$ cat src/rtl/conv_config_loader.sv
// Config front-end: assembles a 34-byte little-endian layer descriptor from {addr,byte} writes
// and holds it stable for the conv controller until layer_done re-opens loading.
module conv_config_loader #(
  parameter int unsigned CONFIG_ADDR_WIDTH      = 8,
  parameter int unsigned CONFIG_DATA_WIDTH      = 8,
  parameter int unsigned WEIGHT_BANK_ADDR_WIDTH = 13,
  parameter int unsigned IFMAP_BANK_ADDR_WIDTH  = 13,
  parameter int unsigned OFMAP_BANK_ADDR_WIDTH  = 8,
  parameter int unsigned COUNTER_WIDTH          = 32
) (
  input  logic                                         clk_i,
  input  logic                                         rst_i,
  input  logic [CONFIG_ADDR_WIDTH+CONFIG_DATA_WIDTH-1:0] config_data_i,
  input  logic                                         config_vld_i,
  output logic                                         config_rdy_o,
  input  logic                                         layer_done_i,
  output logic                                         cfg_vld_o,
  output logic                                         cfg_err_o,
  output logic [WEIGHT_BANK_ADDR_WIDTH-1:0]            cfg_weight_max_adr_o,
  output logic [IFMAP_BANK_ADDR_WIDTH-1:0]             cfg_ifmap_max_wadr_o,
  output logic [OFMAP_BANK_ADDR_WIDTH-1:0]             cfg_ofmap_max_adr_o,
  output logic [IFMAP_BANK_ADDR_WIDTH-1:0]             cfg_ox0_o,
  output logic [IFMAP_BANK_ADDR_WIDTH-1:0]             cfg_oy0_o,
  output logic [IFMAP_BANK_ADDR_WIDTH-1:0]             cfg_fx_o,
  output logic [IFMAP_BANK_ADDR_WIDTH-1:0]             cfg_fy_o,
  output logic [IFMAP_BANK_ADDR_WIDTH-1:0]             cfg_stride_o,
  output logic [IFMAP_BANK_ADDR_WIDTH-1:0]             cfg_ix0_o,
  output logic [IFMAP_BANK_ADDR_WIDTH-1:0]             cfg_iy0_o,
  output logic [IFMAP_BANK_ADDR_WIDTH-1:0]             cfg_ic1_o,
  output logic [COUNTER_WIDTH-1:0]                     cfg_oc1_o,
  output logic [COUNTER_WIDTH-1:0]                     cfg_ic1_fy_fx_oy0_ox0_o,
  output logic [COUNTER_WIDTH-1:0]                     cfg_oy0_ox0_o
);

  localparam int unsigned NumBytes = 34;

  typedef enum logic {StLoad, StArmed} state_e;

  // Replace byte lane `sel` of a zero-extended field image.
  function automatic logic [31:0] put_byte(input logic [31:0] word, input logic [1:0] sel,
                                           input logic [7:0] b);
    logic [31:0] w;
    w = word;
    w[{sel, 3'b000} +: 8] = b;
    return w;
  endfunction

  state_e                            state_q, state_d;
  logic [NumBytes-1:0]               mask_q, mask_d;
  logic                              err_q, err_d;
  logic                              live_q;
  logic [WEIGHT_BANK_ADDR_WIDTH-1:0] weight_q, weight_d;
  logic [IFMAP_BANK_ADDR_WIDTH-1:0]  ifmax_q, ifmax_d;
  logic [OFMAP_BANK_ADDR_WIDTH-1:0]  ofmax_q, ofmax_d;
  // geo: ox0, oy0, fx, fy, stride, ix0, iy0, ic1 (bytes 6..21)
  logic [IFMAP_BANK_ADDR_WIDTH-1:0]  geo_q [8];
  logic [IFMAP_BANK_ADDR_WIDTH-1:0]  geo_d [8];
  // cnt: oc1, ic1_fy_fx_oy0_ox0, oy0_ox0 (bytes 22..33)
  logic [COUNTER_WIDTH-1:0]          cnt_q [3];
  logic [COUNTER_WIDTH-1:0]          cnt_d [3];

  logic [31:0] waddr;
  logic [31:0] coff;
  logic [7:0]  wbyte;
  logic        accept;

  assign waddr  = 32'(config_data_i[CONFIG_ADDR_WIDTH+CONFIG_DATA_WIDTH-1:CONFIG_DATA_WIDTH]);
  assign coff   = waddr - 32'd22;
  assign wbyte  = config_data_i[7:0];
  assign accept = config_vld_i & config_rdy_o;

  always_comb begin
    state_d  = state_q;
    mask_d   = mask_q;
    err_d    = err_q;
    weight_d = weight_q;
    ifmax_d  = ifmax_q;
    ofmax_d  = ofmax_q;
    geo_d    = geo_q;
    cnt_d    = cnt_q;
    unique case (state_q)
      StLoad: begin
        if (accept && waddr < NumBytes) begin
          if (waddr[31:1] == 31'd0) begin
            weight_d = WEIGHT_BANK_ADDR_WIDTH'(put_byte(32'(weight_q), {1'b0, waddr[0]}, wbyte));
          end
          if (waddr[31:1] == 31'd1) begin
            ifmax_d = IFMAP_BANK_ADDR_WIDTH'(put_byte(32'(ifmax_q), {1'b0, waddr[0]}, wbyte));
          end
          if (waddr[31:1] == 31'd2) begin
            ofmax_d = OFMAP_BANK_ADDR_WIDTH'(put_byte(32'(ofmax_q), {1'b0, waddr[0]}, wbyte));
          end
          for (int i = 0; i < 8; i++) begin
            if (waddr[31:1] == 31'(3 + i)) begin
              geo_d[i] = IFMAP_BANK_ADDR_WIDTH'(put_byte(32'(geo_q[i]), {1'b0, waddr[0]}, wbyte));
            end
          end
          for (int i = 0; i < 3; i++) begin
            if (coff[31:2] == 30'(i)) begin
              cnt_d[i] = COUNTER_WIDTH'(put_byte(32'(cnt_q[i]), coff[1:0], wbyte));
            end
          end
          mask_d[waddr[5:0]] = 1'b1;
          // Mandatory-field check uses the values as they will be once this byte lands.
          if (&mask_d) begin
            state_d = StArmed;
            err_d   = (geo_d[0] == '0) || (geo_d[1] == '0) || (geo_d[2] == '0) ||
                      (geo_d[3] == '0) || (geo_d[4] == '0) || (geo_d[7] == '0) ||
                      (cnt_d[0] == '0);
          end
        end
      end
      StArmed: begin
        if (layer_done_i) begin
          state_d = StLoad;
          mask_d  = '0;
          err_d   = 1'b0;
        end
      end
      default: state_d = StLoad;
    endcase
  end

  always_ff @(posedge clk_i or posedge rst_i) begin
    if (rst_i) begin
      state_q  <= StLoad;
      mask_q   <= '0;
      err_q    <= 1'b0;
      live_q   <= 1'b0;
      weight_q <= '0;
      ifmax_q  <= '0;
      ofmax_q  <= '0;
      geo_q    <= '{default: '0};
      cnt_q    <= '{default: '0};
    end else begin
      state_q  <= state_d;
      mask_q   <= mask_d;
      err_q    <= err_d;
      live_q   <= 1'b1;
      weight_q <= weight_d;
      ifmax_q  <= ifmax_d;
      ofmax_q  <= ofmax_d;
      geo_q    <= geo_d;
      cnt_q    <= cnt_d;
    end
  end

  // live_q keeps rdy low until the first edge after reset release.
  assign config_rdy_o = (state_q == StLoad) & live_q;
  assign cfg_vld_o    = (state_q == StArmed);
  assign cfg_err_o    = err_q;

  assign cfg_weight_max_adr_o    = weight_q;
  assign cfg_ifmap_max_wadr_o    = ifmax_q;
  assign cfg_ofmap_max_adr_o     = ofmax_q;
  assign cfg_ox0_o               = geo_q[0];
  assign cfg_oy0_o               = geo_q[1];
  assign cfg_fx_o                = geo_q[2];
  assign cfg_fy_o                = geo_q[3];
  assign cfg_stride_o            = geo_q[4];
  assign cfg_ix0_o               = geo_q[5];
  assign cfg_iy0_o               = geo_q[6];
  assign cfg_ic1_o               = geo_q[7];
  assign cfg_oc1_o               = cnt_q[0];
  assign cfg_ic1_fy_fx_oy0_ox0_o = cnt_q[1];
  assign cfg_oy0_ox0_o           = cnt_q[2];

endmodule
$ cat config.mk
export PLATFORM = sky130hd
export DESIGN_NAME = conv_config_loader
export DESIGN_NICKNAME = d
export VERILOG_FILES = /design/src/rtl/conv_config_loader.sv
export SDC_FILE = /design/constraint.sdc
export NUM_CORES = 1
export LEC_CHECK = 0
export ABC_AREA = 1
export CORE_ASPECT_RATIO = 0.5
export CORE_MARGIN = 8
export CORE_UTILIZATION = 52
export CTS_CLUSTER_DIAMETER = 200
export DETAILED_ROUTE_END_ITERATION = 12
export GPL_TIMING_DRIVEN = 1
export PLACE_DENSITY = 0.8
export REMOVE_ABC_BUFFERS = 1
export SYNTH_ARGS = -nofsm -noshare
export SYNTH_HDL_FRONTEND = slang
export SYNTH_SLANG_ARGS = --single-unit
$ cat constraint.sdc
create_clock -name clk_i -period 11.4 [get_ports clk_i]
set_clock_uncertainty 0.15 [all_clocks]
set_input_delay 2.85 -clock clk_i [delete_from_list [all_inputs] [get_ports clk_i]]
set_output_delay 2.85 -clock clk_i [all_outputs]
set_load 0.02 [all_outputs]
# Word level (Yosys, flattened, before mapping)
# Cells that the tools add are included.
[op_classes]
addsub = 3
magnitude_cmp = 3
eq_ne = 15
shift = 4
muxes = 48
bitwise_logic = 4
reduce_logical = 28
[op_table]
columns = ["operator", "count"]
rows = [
  ["bitwise mux 32 bit", 14],
  ["two-way mux 13 bit", 18],
  ["two-way mux 32 bit", 3],
  ["zero test 13 bit", 6],
  ["two-way mux 34 bit", 2],
  ["case mux 34 bit (2 select lines)", 1],
  ["variable shift 8 x 7 -> 32 bit (first input constant)", 2],
  ["indexed part select 8 x 7 -> 32 bit", 2],
  ["OR 34 bit", 1],
  ["AND reduction 34 bit", 1],
  ["zero test 32 bit", 1],
  ["zero test 31 bit", 1],
  ["== test 30 x 1 -> 1 bit (second input constant)", 1],
  ["== test 30 x 2 -> 1 bit (second input constant)", 1],
  ["zero test 30 bit", 1],
  ["== test 7 x 3 -> 1 bit (second input constant)", 4],
  ["AND reduction 3 bit", 8],
  ["== test 7 x 4 -> 1 bit (second input constant)", 3],
  ["== test 7 x 2 -> 1 bit (second input constant)", 2],
  ["subtractor 8 x 5 -> 9 bit (second input constant)", 1],
  ["< comparator 8 x 6 -> 1 bit (second input constant)", 1],
  ["== test 7 x 1 -> 1 bit (second input constant)", 1],
  ["< comparator 6 x 7 -> 1 bit (second input constant)", 1],
  ["two-way mux 1 bit", 7],
  ["11 further kinds", 22],
]
[totals]
reg_bits = 271
input_bits = 20
wordCells = 123

# Longest topological paths before layout
# Gate-level depths: netlist of run 1.
[depth]
ltp_word = 16
depth_mapped = 20
ltp_nobuf = 19

# Worst setup path after synthesis of run 1
# No wires, ideal clock.
[synth_path]
kind = "input to register"
from = "input port config_data_i[8]"
to = "register err_q (netlist: cfg_err_o)"
t_arrival_ps = 5256
required_ps = 11133
path_slack_ps = 5877
stages = 20
path_buffers = 5
path_cell_list = "buf_2 > inv_1 > buf_2 > buf_1 > ha_1 > or2_2 > clkbuf_1 > clkbuf_1 > nor2_1 > nand2_1 > o21ai_0 > nand3_1 > nand2_1 > nor2_1 > nand2_1 > nor2_1 > nand2_1 > o21ai_1 > nand2_1 > nand2_1"
[synth_via]
elab_chain_len = 16
elab_cells_between_ends = 64
classes_between = "3 x add/sub; 3 x order compare; 2 x eq/ne; 4 x shift; 33 x mux; 1 x bitwise; 18 x reduce/logical"
[synth_lines]
columns = ["element", "line_no", "rtl"]
rows = [
  ["start: declaration", "13", "input logic [CONFIG_ADDR_WIDTH+CONFIG_DATA_WIDTH-1:0] config_data_i,"],
  ["parallel branches: the longest is 16 deep, another holds subtractor 8 x 5 -> 9 bit", "n/a", ""],
  ["end signal: assignment", "138", "err_q <= err_d;"],
  ["end: declaration", "50", "logic err_q, err_d;"],
]
# Parallel ways; which one is timed is not known. The select of a mux whose other input is x is not followed.
# A chain may end at the register's enable or synchronous reset.

# Final worst setup path of run 1
[layout_path]
from = "input port config_data_i[9]"
to = "register err_q (netlist: cfg_err_o)"
[layout_via]
elab_chain_len = 14
elab_cells_between_ends = 61
classes_between = "2 x add/sub; 3 x order compare; 8 x eq/ne; 2 x shift; 27 x mux; 1 x bitwise; 18 x reduce/logical"
[layout_lines]
columns = ["element"]
rows = [
  ["parallel branches: the longest is 14 deep, another holds subtractor 8 x 5 -> 9 bit"],
]
# Parallel ways; which one is timed is not known. The select of a mux whose other input is x is not followed.

==> impl_results.md, run 1 <==
* Outcome: completed
* Worst EP required at around 12 ns
* Post-synthesis sequential area ratio at 0.5222
* Yosys reg bits at 271
* Worst-path clk slew at 0.06 ns
* Post-Syn Area per Cell at around 7.6 um^2
* RSZ-0062 raised after global routing: no
* Vias per cell at 5.520
* Commonest cells after routing, fill and taps aside: nand2_1 (578), dfrtp_1 (271), clkdlybuf4s50_1 (256)
* Chip height at approximately 130 um
* Port buffer count at 256
* Primary FF master, synth: dfrtp_1
* Hold Violations, Final at 0
* CTS tree: yes
* Vias at 12.56k
* Largest net degree at the start of global routing at about 180
* First-pass GRT wire length at approximately 65 mm
* Worst Path Max Fanout at 35
* Hold_buf cts at 0
* CP Capture Type: flop
* Final period util at 0.5791
* P per Cell Area at between 150 and 200 nW/um^2
* Crit path arrival time at between 6 and 7 ns
* GR Util All Layers at 0.2662
* Leading area contributor after synthesis: dfrtp_1
* Placed cell area at about 16000 um^2
* Startpoint Class: input port
* Die ar. at around 31000 um^2
* DP HPWL at between 20 and 30 mm
* CTS Sinks at 271
* Top post-synthesis cells by area: dfrtp_1 (52%), nand2_1 (17%), o21ai_0 (8.7%), nor2_1 (4.3%), inv_1 (4.2%)
* FILL cells at 2084
* Core area at ~25000 um^2
* I/O pins at roughly 260
* Post-CTS resize count at 0
* Syn Inst Count at about 1.7k
* Post-synthesis instance area at about 13000 um^2
* Post-synth EDFFs at 0
* WHS at 0.3295 ns
* Max Cap Viol at 0
* Least-Margin Pin Slew at between 1 and 1.5 ns
* Skew-Pair Late Insertion Delay at between 0.5 and 0.6 ns
* Grt ovf at 0
* TritonCTS Buffers at 25
* Setup violators final at 0
* Sum of negative setup slack at 0 ns
* R2r worst-path depth at 7
* Fin util at 0.6648
* Most common cell after layout, fill and taps aside: nand2_1
* Initial antenna violation count at 1
* Gp weighted congestion at between 0.9 and 1
* Slew Viols, Final at 0
* Clock root buffer: clkbuf_16
* Crit path kind: input port to flop
* Post-synth ARST share at 1.000
* Tmin final at 6.602 ns
* Max clock buf depth at 3
* DRT Pass-1 Iters at 8
* Warnings from Yosys at 0
* # Post-CTS Setup Buffers at 0
* Post-DR wirelength/cell at roughly 19 um
* Fraction of layout cells with a size suffix above 1 at 0.03055
* Slew margin rel. at 0.2965
* Unique cell type count in the Yosys netlist at 31
* Area grow syn2layout at 27.36%
* Std cell rows at 41
* Drt total wl at roughly 42 mm
* Max Clock Freq at ~0.15 GHz
* Initial DRC count at about 1.6k
* Post-route cell area at about 17000 um^2
* Chip width at around 240 um
* Cells on Worst Hold Path at 2
* Worst Hold Class: flop to flop
* DP Worst Slack at ~4.4 ns
* DRC violations left at 0
* Routed Antenna Nets at 0
* Starting density of the core at 0.5220
* Post-synth top area share at 0.5222
* NumNets Final at 1948
* H-tree Lvls at 1
* Leak pwr at approximately 0.0075 uW
* Via count of the first global-routing pass at ~11k
* Worst-case vdd ir drop at 109.6 uV
* Worst setup margin at roughly 4.8 ns
## cells by family (layout without fill, tap and decap cells)
logic type      Yosys count  count (layout)  share of synthesized area
other cells               1               2                  0.0002887
simple gates            812             812                     0.2471
fa+ha+maj                 9               9                   0.008671
flops                   271             271                     0.5222
buf+inv                 227             453                    0.06686
compound gates          385             385                     0.1549
## routing by layer
layer,wire length (um),track usage,up-vias,part of all wire
li1,-,-,5925,-
met1,17640,0.3675,6001,0.42
met5,0,0,-,0
met3,3208,0.03455,92,0.076
met2,19700,0.4286,545,0.47
met4,1571,0.09753,0,0.037
## synthesized netlist by cell type (22+ instances only)
master	instances
nand2_1	579
nor2_1	149
dfrtp_1	271
nand3_1	51
inv_1	145
o21ai_1	24
a21oi_1	77
o22ai_1	24
o21ai_0	227
clkbuf_1	60
a31oi_1	22
## final timing paths
path | start | endpoint | slack (ns)
max | config_data_i[9] | cfg_err_o$_DFFE_PP0P_ | 4.80
min | mask_q[0]$_DFFE_PP0P_ | mask_q[0]$_DFFE_PP0P_ | 0.33
max reg2reg | cfg_vld_o$_DFF_PP0_ | cfg_oy0_ox0_o[8]$_DFFE_PP0P_ | 7.72
min reg2reg | mask_q[0]$_DFFE_PP0P_ | mask_q[0]$_DFFE_PP0P_ | 0.33
max in group asynchronous | rst_i | cfg_oc1_o[1]$_DFFE_PP0P_ | 7.05
min in group asynchronous | rst_i | cfg_oy0_o[11]$_DFFE_PP0P_ | 2.65
## through the flow
| step | instances | total power (uW) |
|---|---|---|
| floorplan | 1628 | 1411 |
| global placement | 2236 | 1659 |
| detailed placement | 2236 | 1667 |
| CTS | 2275 | 2493 |
| global route | 2276 | 2587 |
| finish | 2276 | 2491 |
## worst max-delay path, cell delays in order
cell	delay, ns
clkdlybuf4s50_1	0.68
inv_1	0.20
ha_1	0.35
inv_1	0.09
nand2_1	0.10
nor3_4	0.20
buf_4	0.39
nand2_1	0.73
nand2_1	0.24
nand2_1	0.10
nor2_1	0.13
nand2_1	0.08
nor2_1	0.12
nand2_1	0.07
o21ai_1	0.41
nand2_1	0.10
nand2_1	0.08
## where the power goes
part	switching (uW)	total (uW)	internal [uW]
combinational	341	555	214
clock	364	835	471
sequential	64.3	1100	1040
## registers in the layout (all words and copies together), names as in the netlist
| signal | cells |
|---|---|
| cfg_ic1_fy_fx_oy0_ox0_o | 32 |
| cfg_ofmap_max_adr_o | 8 |
| cfg_stride_o | 13 |
| cfg_iy0_o | 13 |
| cfg_oy0_ox0_o | 32 |
| cfg_err_o | 1 |
| mask_q | 34 |
| cfg_ox0_o | 13 |
| cfg_oc1_o | 32 |
| cfg_vld_o | 1 |
| cfg_ic1_o | 13 |
| cfg_fx_o | 13 |
| cfg_weight_max_adr_o | 13 |
| live_q | 1 |
| cfg_ix0_o | 13 |
| cfg_fy_o | 13 |
| cfg_ifmap_max_wadr_o | 13 |
| cfg_oy0_o | 13 |
## final cells by class
type / instances / area, um^2 / area share
antenna: 1 / 2.502 / 0.0001513
clock buffer: 34 / 699.4 / 0.04228
clock inverter: 5 / 78.83 / 0.004765
inverter: 150 / 573.1 / 0.03464
multi-input combinational: 1207 / 5340 / 0.3228
sequential: 271 / 6782 / 0.4100
tap: 344 / 430.4 / 0.02602
timing repair buffer: 264 / 2635 / 0.1593
No activity file was read; power rests on OpenSTA's default activity.
==> run 2: changes to the inputs <==
CORE_UTILIZATION = 47   (was 52)
PLACE_DENSITY = 0.77   (was 0.8)
clock period = 5.8 ns   (was 11.4 ns; I/O delays follow)
==> impl_results.md, run 2 (same netlist as run 1, synthesis figures left out) <==
* Outcome: completed
* P per Cell Area at 301.7 nW/um^2
* Crit path arrival time at 5.24 ns
* Hold Violations, Final at 0
* Tmin final at ~4.9 ns
* WHS at ~0.33 ns
* DRT Pass-1 Iters at 6
* Crit path cell chain: clkdlybuf4s50_1 > inv_1 > ha_1 > inv_1 > nand2_1 > nor3_4 > nand2_1 > nand2_1 > nand2_1 > nor2_1 > nand2_1 > nor2_1 > nand2_1 > o21ai_1 > nand2_1 > nand2_1
* CP max stage cell: clkdlybuf4s50_1
* First-pass GRT wire length at roughly 66 mm
* Clock root buffer: clkbuf_16
* Leak pwr at approximately 0.0076 uW
* Chip height at roughly 130 um
* Worst-case vdd ir drop at between 200 and 250 uV
* Sw Ratio at 0.3028
* Hold EP: cfg_ix0_o[9]$_DFFE_PP0P_
* Initial antenna violation count at 2
* CTS tree: yes
* Vias per cell at between 5 and 6
* # Post-CTS Setup Buffers at 0
* Post-route cell area at around 17000 um^2
* TritonCTS Buffers at 25
* DP HPWL at between 20 and 30 mm
* Slew Viols, Final at 0
* Placed cell area at about 16000 um^2
* Worst Path Max Fanout at 29
* Most common cell after layout, fill and taps aside: nand2_1
* Commonest cells after routing, fill and taps aside: nand2_1 (578), dfrtp_1 (271), clkdlybuf4s50_1 (256)
* Fraction of layout cells with a size suffix above 1 at 0.03654
* Max Clock Freq at between 0.2 and 0.25 GHz
* Fin util at 0.6089
* Std cell rows at between 40 and 50
* Routed Antenna Nets at 0
* Port buffer count at roughly 260
* Crit path kind: input port to flop
* Flop pwr share at 0.427
* Cells on Worst Hold Path at 2
* Area grow syn2layout at 28.65%
* Largest net degree at the start of global routing at 144
* DP Worst Slack at about 0.44 ns
* Via count of the first global-routing pass at roughly 12k
* Internal reg-to-reg setup slack at ~2.7 ns
* Worst r2r src: cfg_vld_o$_DFF_PP0_
* Vias at 12.52k
* Skew-Pair Late Insertion Delay at 0.55 ns
* Slew margin rel. at 0.2324
* Largest register FFs at 34
* Least-Margin Pin Slew at 1.149 ns
* Gp weighted congestion at around 0.94
* Grt ovf at 0
* Internal at approximately 3500 uW
* Crit-path most repeated cell: nand2_1
* Post-DR wirelength/cell at 18.21 um
* Chip width at roughly 250 um
* I/O pins at about 260
* DRC violations left at 0
* R2r worst-path depth at 7
* CTS Sinks at approximately 270
* Startpoint Class: input port
* Die ar. at around 34000 um^2
* Worst setup margin at 0.8977 ns
* RSZ-0062 raised after global routing: no
* Setup violators final at 0
* Max stage delay on crit path at around 0.73 ns
* Worst EP required at roughly 6.1 ns
* Post-CTS resize count at 0
* H-tree Lvls at 1
* CP Capture Type: flop
* Hold_buf cts at 0
* Clock power frac at 0.355
* Max Cap Viol at 0
* Core area at 27440 um^2
* Starting density of the core at 0.4733
* Worst Hold Class: flop to flop
* Max clock buf depth at 3
* Final period util at 0.8452
* Hold wc startpoint: cfg_ix0_o[9]$_DFFE_PP0P_
* Drt total wl at ~42 mm
* Biggest register: mask_q
* Initial DRC count at between 1k and 1.5k
* Worst r2r dst: cfg_ic1_o[9]$_DFFE_PP0P_
* GR Util All Layers at 0.2426
* Combinational power share at 0.219
* Switching power total at ~1500 uW
* Worst-path clk slew at 0.07 ns
* NumNets Final at roughly 2k
==> run 2: cell count changes in the layout (fill, tap and decap cells not counted) <==
cell       change
buf_4          +7
bufinv_16      +3
clkinv_2       +2
clkbuf_8       -1
clkinv_4       +1
==> run 2: worst max-delay path by stage <==
stage / slack (ns) / end / cells after the start / from
5_1_grt: 0.64 / cfg_err_o$_DFFE_PP0P_ / 18 / config_data_i[9]
4_1_cts: 1.0 / cfg_err_o$_DFFE_PP0P_ / 16 / config_data_i[9]
3_5_place_dp: 0.44 / cfg_err_o$_DFFE_PP0P_ / 16 / config_data_i[9]
3_3_place_gp: 0.45 / cfg_err_o$_DFFE_PP0P_ / 16 / config_data_i[9]
2_1_floorplan: -3.27 / cfg_err_o$_DFFE_PP0P_ / 1 / rst_i
6_report: 0.90 / cfg_err_o$_DFFE_PP0P_ / 16 / config_data_i[9]
==> run 2: critical path: cells and delay by family <==
kind | cells | cell delay (ns)
AOI/OAI and AO/OA | 1 | 0.39
adders and majority gates | 1 | 0.36
buffers and inverters | 3 | 1.05
and+or+nand+nor | 11 | 1.97
==> run 2: cell type report <==
cell class	count	area, um^2
diodes	1	2.502
clock buffers	33	685.7
clock inverters	11	187.7
fillers	2391	10730
inverters	150	573.1
multi-input cells	1207	5340
flip-flops and latches	271	6782
well taps	360	450.4
repair buffers	271	2688
==> run 2: power groups by stage <==
stage | logic, uW | registers [uW] | clock network [uW]
after CTS | 1100 | 2150 | 1810
after global placement | 1090 | 2180 | 0
final | 1100 | 2150 | 1790
after detailed placement | 1100 | 2180 | 0
after floorplan | 436 | 2340 | 0
after global routing | 1210 | 2170 | 1890
==> run 2: per-stage QoR <==
| step | power [uW] | std cells | TNS (ns) |
|---|---|---|---|
| after global routing | 5262 | 2304 | 0 |
| after floorplan | 2774 | 1628 | -931.81 |
| after global placement | 3265 | 2259 | 0 |
| after CTS | 5062 | 2303 | 0 |
| after detailed placement | 3281 | 2259 | 0 |
| final | 5041 | 2304 | 0 |
==> run 2: per-layer routing <==
layer,share of wire,global-route usage,vias to the layer above
met5,0.00031,0,-
met3,0.076,0.03869,86
met4,0.036,0.08722,2
met1,0.41,0.3247,5937
li1,-,-,5947
met2,0.48,0.3975,544
